--- src/rtl/xorshift32_check.sv ---
// ---------------------------------------------------------------------------
// xorshift32_check
// Receive-side checker for an xorshift32 stream (x^=x<<13; x^=x>>17; x^=x<<5).
// Seeds itself from incoming words. After LOCK_COUNT consecutive correct
// transitions it locks and free-runs its own prediction. While locked it
// flags every word that differs from the prediction.
//
// Ports
//   clk        in   1     single clock, posedge
//   reset      in   1     synchronous, active-high
//   valid      in   1     data carries a stream word this cycle
//   data       in   32    received stream word
//   clear      in   1     zero err_count (wins over a same-cycle increment)
//   locked     out  1     checker is in LOCKED
//   err        out  1     one-cycle pulse: previous valid word mismatched while LOCKED
//   err_count  out  ERRW  saturating mismatch count
//
// state   | meaning
// SEARCH  | seeding from received words, counting correct transitions
// LOCKED  | free-running prediction, counting mismatches
// ---------------------------------------------------------------------------
module xorshift32_check #(
  parameter int LOCK_COUNT  = 4,
  parameter int UNLOCK_ERRS = 8,
  parameter int ERRW        = 16
) (
  input  logic            clk,
  input  logic            reset,
  input  logic            valid,
  input  logic [31:0]     data,
  input  logic            clear,
  output logic            locked,
  output logic            err,
  output logic [ERRW-1:0] err_count
);

  localparam logic [0:0] ST_SEARCH = 1'b0;
  localparam logic [0:0] ST_LOCKED = 1'b1;

  function automatic logic [31:0] step(input logic [31:0] x);
    logic [31:0] y;
    y = x ^ (x << 13);
    y = y ^ (y >> 17);
    y = y ^ (y << 5);
    return y;
  endfunction

  logic [0:0]      r_state;
  logic [31:0]     r_prev;
  logic            r_have_prev;
  logic [7:0]      r_match_cnt;
  logic [31:0]     r_expect;
  logic [7:0]      r_bad_run;
  logic            r_err;
  logic [ERRW-1:0] r_err_count;

  logic [31:0] w_step_prev;
  logic [31:0] w_step_data;
  logic [31:0] w_step_expect;
  logic [7:0]  w_match_next;
  logic [7:0]  w_bad_next;

  assign w_step_prev   = step(r_prev);
  assign w_step_data   = step(data);
  assign w_step_expect = step(r_expect);
  assign w_match_next  = r_match_cnt + 8'd1;
  assign w_bad_next    = r_bad_run + 8'd1;

  always_ff @(posedge clk) begin
    if (reset) begin
      r_state     <= ST_SEARCH;
      r_prev      <= '0;
      r_have_prev <= 1'b0;
      r_match_cnt <= '0;
      r_expect    <= '0;
      r_bad_run   <= '0;
      r_err       <= 1'b0;
      r_err_count <= '0;
    end else begin
      r_err <= 1'b0;
      if (valid) begin
        if (r_state == ST_SEARCH) begin
          // Zero is a fixed point of the transform: it can neither seed nor match.
          if (data == 32'd0) begin
            r_have_prev <= 1'b0;
            r_match_cnt <= '0;
          end else begin
            r_prev      <= data;
            r_have_prev <= 1'b1;
            if (r_have_prev && (data == w_step_prev)) begin
              if (w_match_next == 8'(LOCK_COUNT)) begin
                r_state     <= ST_LOCKED;
                r_expect    <= w_step_data;
                r_bad_run   <= '0;
                r_match_cnt <= '0;
              end else begin
                r_match_cnt <= w_match_next;
              end
            end else begin
              r_match_cnt <= '0;
            end
          end
        end else begin
          // Prediction advances on its own so a corrupt word cannot poison it.
          r_expect <= w_step_expect;
          if (data != r_expect) begin
            r_err <= 1'b1;
            if (r_err_count != '1) r_err_count <= r_err_count + ERRW'(1);
            if (w_bad_next == 8'(UNLOCK_ERRS)) begin
              // The word that forces unlock becomes the next seed candidate.
              r_state     <= ST_SEARCH;
              r_match_cnt <= '0;
              r_prev      <= data;
              r_have_prev <= (data != 32'd0);
              r_bad_run   <= '0;
            end else begin
              r_bad_run <= w_bad_next;
            end
          end else begin
            r_bad_run <= '0;
          end
        end
      end
      if (clear) r_err_count <= '0;
    end
  end

  assign locked    = r_state;
  assign err       = r_err;
  assign err_count = r_err_count;

endmodule
--- config.mk ---
export PLATFORM = sky130hd
export DESIGN_NAME = xorshift32_check
export DESIGN_NICKNAME = d
export VERILOG_FILES = /design/src/rtl/xorshift32_check.sv
export SDC_FILE = /design/constraint.sdc
export NUM_CORES = 1
export LEC_CHECK = 0
export CAP_MARGIN = 40
export CORE_UTILIZATION = 40
export DETAILED_ROUTE_END_ITERATION = 16
export HOLD_SLACK_MARGIN = 0.03
export PLACE_DENSITY_LB_ADDON = 0.25
export SLEW_MARGIN = 10
export SYNTH_ARGS = -nofsm -noshare
export SYNTH_HDL_FRONTEND = slang
export SYNTH_SLANG_ARGS = --single-unit
export TNS_END_PERCENT = 50
--- constraint.sdc ---
create_clock -name clk -period 4.6 [get_ports clk]
set_input_delay 1.38 -clock clk [delete_from_list [all_inputs] [get_ports clk]]
set_output_delay 1.38 -clock clk [all_outputs]
set_load 0.02 [all_outputs]
==> results_dict.tcl <==
set metrics [dict create \
    status "complete, but fails checks" \
    violations "DRC" \
    endpoint_kind "flop" \
    synth_cell_types 57 \
    arrival_ns 4.47 \
    hold_viol_final 0 \
    route.detailed.drc 8 \
    skew_ns 0.0110 \
    wire_per_inst_um 18.2 \
    ioPinCount 54 \
    yosys_warnings 0 \
    ctsHtreeMaxLevel 3 \
    peakVddDrop_v 0.000191 \
    fp-row-count 49 \
    synth.cell_area_um2 7450 \
    setup-violations-final 0 \
    dp_hpwl_um 15800 \
    rsz0062_at_grt "false" \
    async_reset_ff_share_pct 0 \
    cts_root_buf "clkbuf_16" \
    start_kind "input port" \
    grtUsageTotal_pct 22.7 \
    pwr-share-seq_pct 36.2 \
    p_total_uw 2610 \
    clkLatencyLatePin_ns 0.37 \
    tns_ns 0 \
    grt_pass1_vias 5953 \
    place_ws_ns 0.137 \
    grt_max_degree 57 \
    clockPowerShare_pct 33.7 \
    switching_share_pct 32.6 \
    synth_fp_nets 925 \
    r2r_end "r_match_cnt[0]" \
    syn_avg_cell_area_um2 8.43 \
    postRouteAntennaNets 0 \
    rrSetupSlack_ns 1.13 \
    grt-ovfl-total 0 \
    viasPerCell 5.38 \
    maxCapViolations 0 \
    via_count 6254 \
    numClockSinks 99 \
    whs_ns 0.493 \
    fin_crit_ns 4.15 \
    tightest_slew_ns 0.680 \
    fp.dieH_um 139 \
    worstSetupPathType "input port to flop" \
    area_delta_synth_final_pct 17.4 \
    nNetsFinal 969 \
    crit_path_start "data[7]" \
    syn_inst 884 \
    endpoint "r_match_cnt[0]" \
    core_region_area_um2 18100 \
    fin_crit_sh_pct 90.3 \
    cp.required_ns 4.91 \
    dieWidth_um 139 \
    initial_core_util_pct 41.2 \
    clk_pin_slew_ns 0.07 \
    grt_pass1_wl_um 33600 \
    max_clock_freq_ghz 0.241 \
    p_switching_uw 849 \
    p_int_uw 1760 \
    yosys_register_bits 99 \
    synth_top_area_share_pct 26.6 \
    drt-initial-drc-count 455 \
    synth_area_leaders "dfxtp_1 (27%), xnor2_1 (21%), mux2i_1 (7.8%)" \
    cts_hold_buf 0 \
    hold_path_class "flop to flop" \
    cts_made_buffers 9 \
    setup_ws_ns 0.445 \
    yosys_most_used_dff "dfxtp_1" \
    layout_common_cells "xnor2_1 (182), nor2_1 (101), dfxtp_1 (98)" \
    power_density_nw_per_um2 298 \
    clk_path_buf_depth 2 \
    ctsResizeCount 0 \
    seq_area_frac_synth_pct 26.6 \
    first_pass_iters 11 \
    diodes 0 \
    postCtsSetupBuffers 0 \
    maxSlewViolCount 0 \
    antenna_found_initial 0 \
    reg2reg_from "r_prev[18]" \
    cts_tree "yes" \
    synth_edf_count 0 \
    final_common_cell "xnor2_1" \
    cp_max_fo 8 \
    p_leak_uw 0.00310 \
    dieArea_um2 19200 \
    synth_top_cell_by_area "dfxtp_1" \
    relSlewSlack_pct 54.5 \
    drive_gt1_share_pct 8.79 \
    r2r_cells 8 \
    wirelength_um 21200 \
    place_congestion 0.858 \
    port_buffers 53 \
    pwr-share-comb_pct 30.1 \
]
[power groups by stage]
| stage | clock, uW | combinational [uW] | sequential [uW] |
|---|---|---|---|
| 6_report | 878 | 785 | 943 |
| 5_1_grt | 932 | 854 | 947 |
| 4_1_cts | 900 | 784 | 942 |
| 3_5_place_dp | 0 | 779 | 962 |
| 3_3_place_gp | 0 | 776 | 962 |
| 2_1_floorplan | 0 | 600 | 938 |
[registers in the layout, summed over array words and instances, names as in the netlist]
register / count
r_expect: 32
r_match_cnt: 8
r_prev: 32
r_have_prev: 1
locked: 1
r_bad_run: 8
err: 1
err_count: 16
[cells by family after synthesis]
group	count (synthesis)	share of synthesized area, %
muxes	58	7.79
adders and majority gates	5	0.839
DFF	99	26.6
xor gates and xnor gates	243	31.5
AOI/OAI and AO/OA	114	10.2
buffers and inverters	83	4.47
and+or+nand+nor	282	18.6
[how the worst min path moves through the flow]
stage	startpoint	to	slack, ns	cells after the start
2_1_floorplan	r_have_prev	r_have_prev	0.45	2
3_3_place_gp	r_match_cnt[1]	r_match_cnt[1]	0.48	2
3_5_place_dp	r_match_cnt[1]	r_match_cnt[1]	0.48	2
4_1_cts	r_match_cnt[1]	r_match_cnt[1]	0.49	2
5_1_grt	r_match_cnt[1]	r_match_cnt[1]	0.52	2
6_report	r_match_cnt[1]	r_match_cnt[1]	0.49	2
[through the flow]
step,util (%),instance area [um2],cells
6_report,48.4,8750,1162
5_1_grt,48.4,8750,1162
4_1_cts,48.4,8750,1162
3_5_place_dp,46.5,8420,1146
3_3_place_gp,46.5,8420,1146
2_1_floorplan,-,7450,884
[Yosys cell counts, types with 4 or more instances]
master / instances
a211o_1: 4
a211oi_1: 5
a211oi_2: 4
a21o_1: 8
a21oi_1: 31
a31oi_1: 5
buf_2: 5
clkbuf_1: 59
dfxtp_1: 99
ha_1: 5
inv_1: 12
mux2i_1: 58
nand2_1: 51
nand3_1: 21
nand3b_1: 7
nand4_1: 21
nor2_1: 101
nor2b_1: 4
nor3_1: 14
nor3b_1: 4
nor4_1: 24
o21ai_0: 24
o21ai_1: 4
o22ai_1: 8
o31ai_1: 5
or2_2: 4
or3_1: 12
xnor2_1: 182
xnor3_1: 9
xor2_1: 45
xor3_1: 6
[routing by layer]
metal  track usage (%)  up-vias  wire, um
li1                  -     3103         -
met1              30.0     2949      9860
met2              37.0      160      9690
met3              3.05       42       893
met4              10.2        0       707
met5                 0        -         0
[final cells by class]
class	count	area [um2]
clock inverter	6	105
timing repair buffer	102	943
fill	1715	9340
clock buffer	10	229
sequential	99	1980
multi-input combinational	702	5150
tap	229	287
inverter	14	52.6
[worst max-delay path: stages]
cell,delay [ns]
clkdlybuf4s50_1,0.59
xnor2_1,0.35
xor2_1,0.14
nor4_1,0.28
nor4bb_1,0.14
or3b_1,0.53
or4_1,0.69
nor3b_1,0.25
a21o_1,0.10
(Power assumes the default switching activity.)
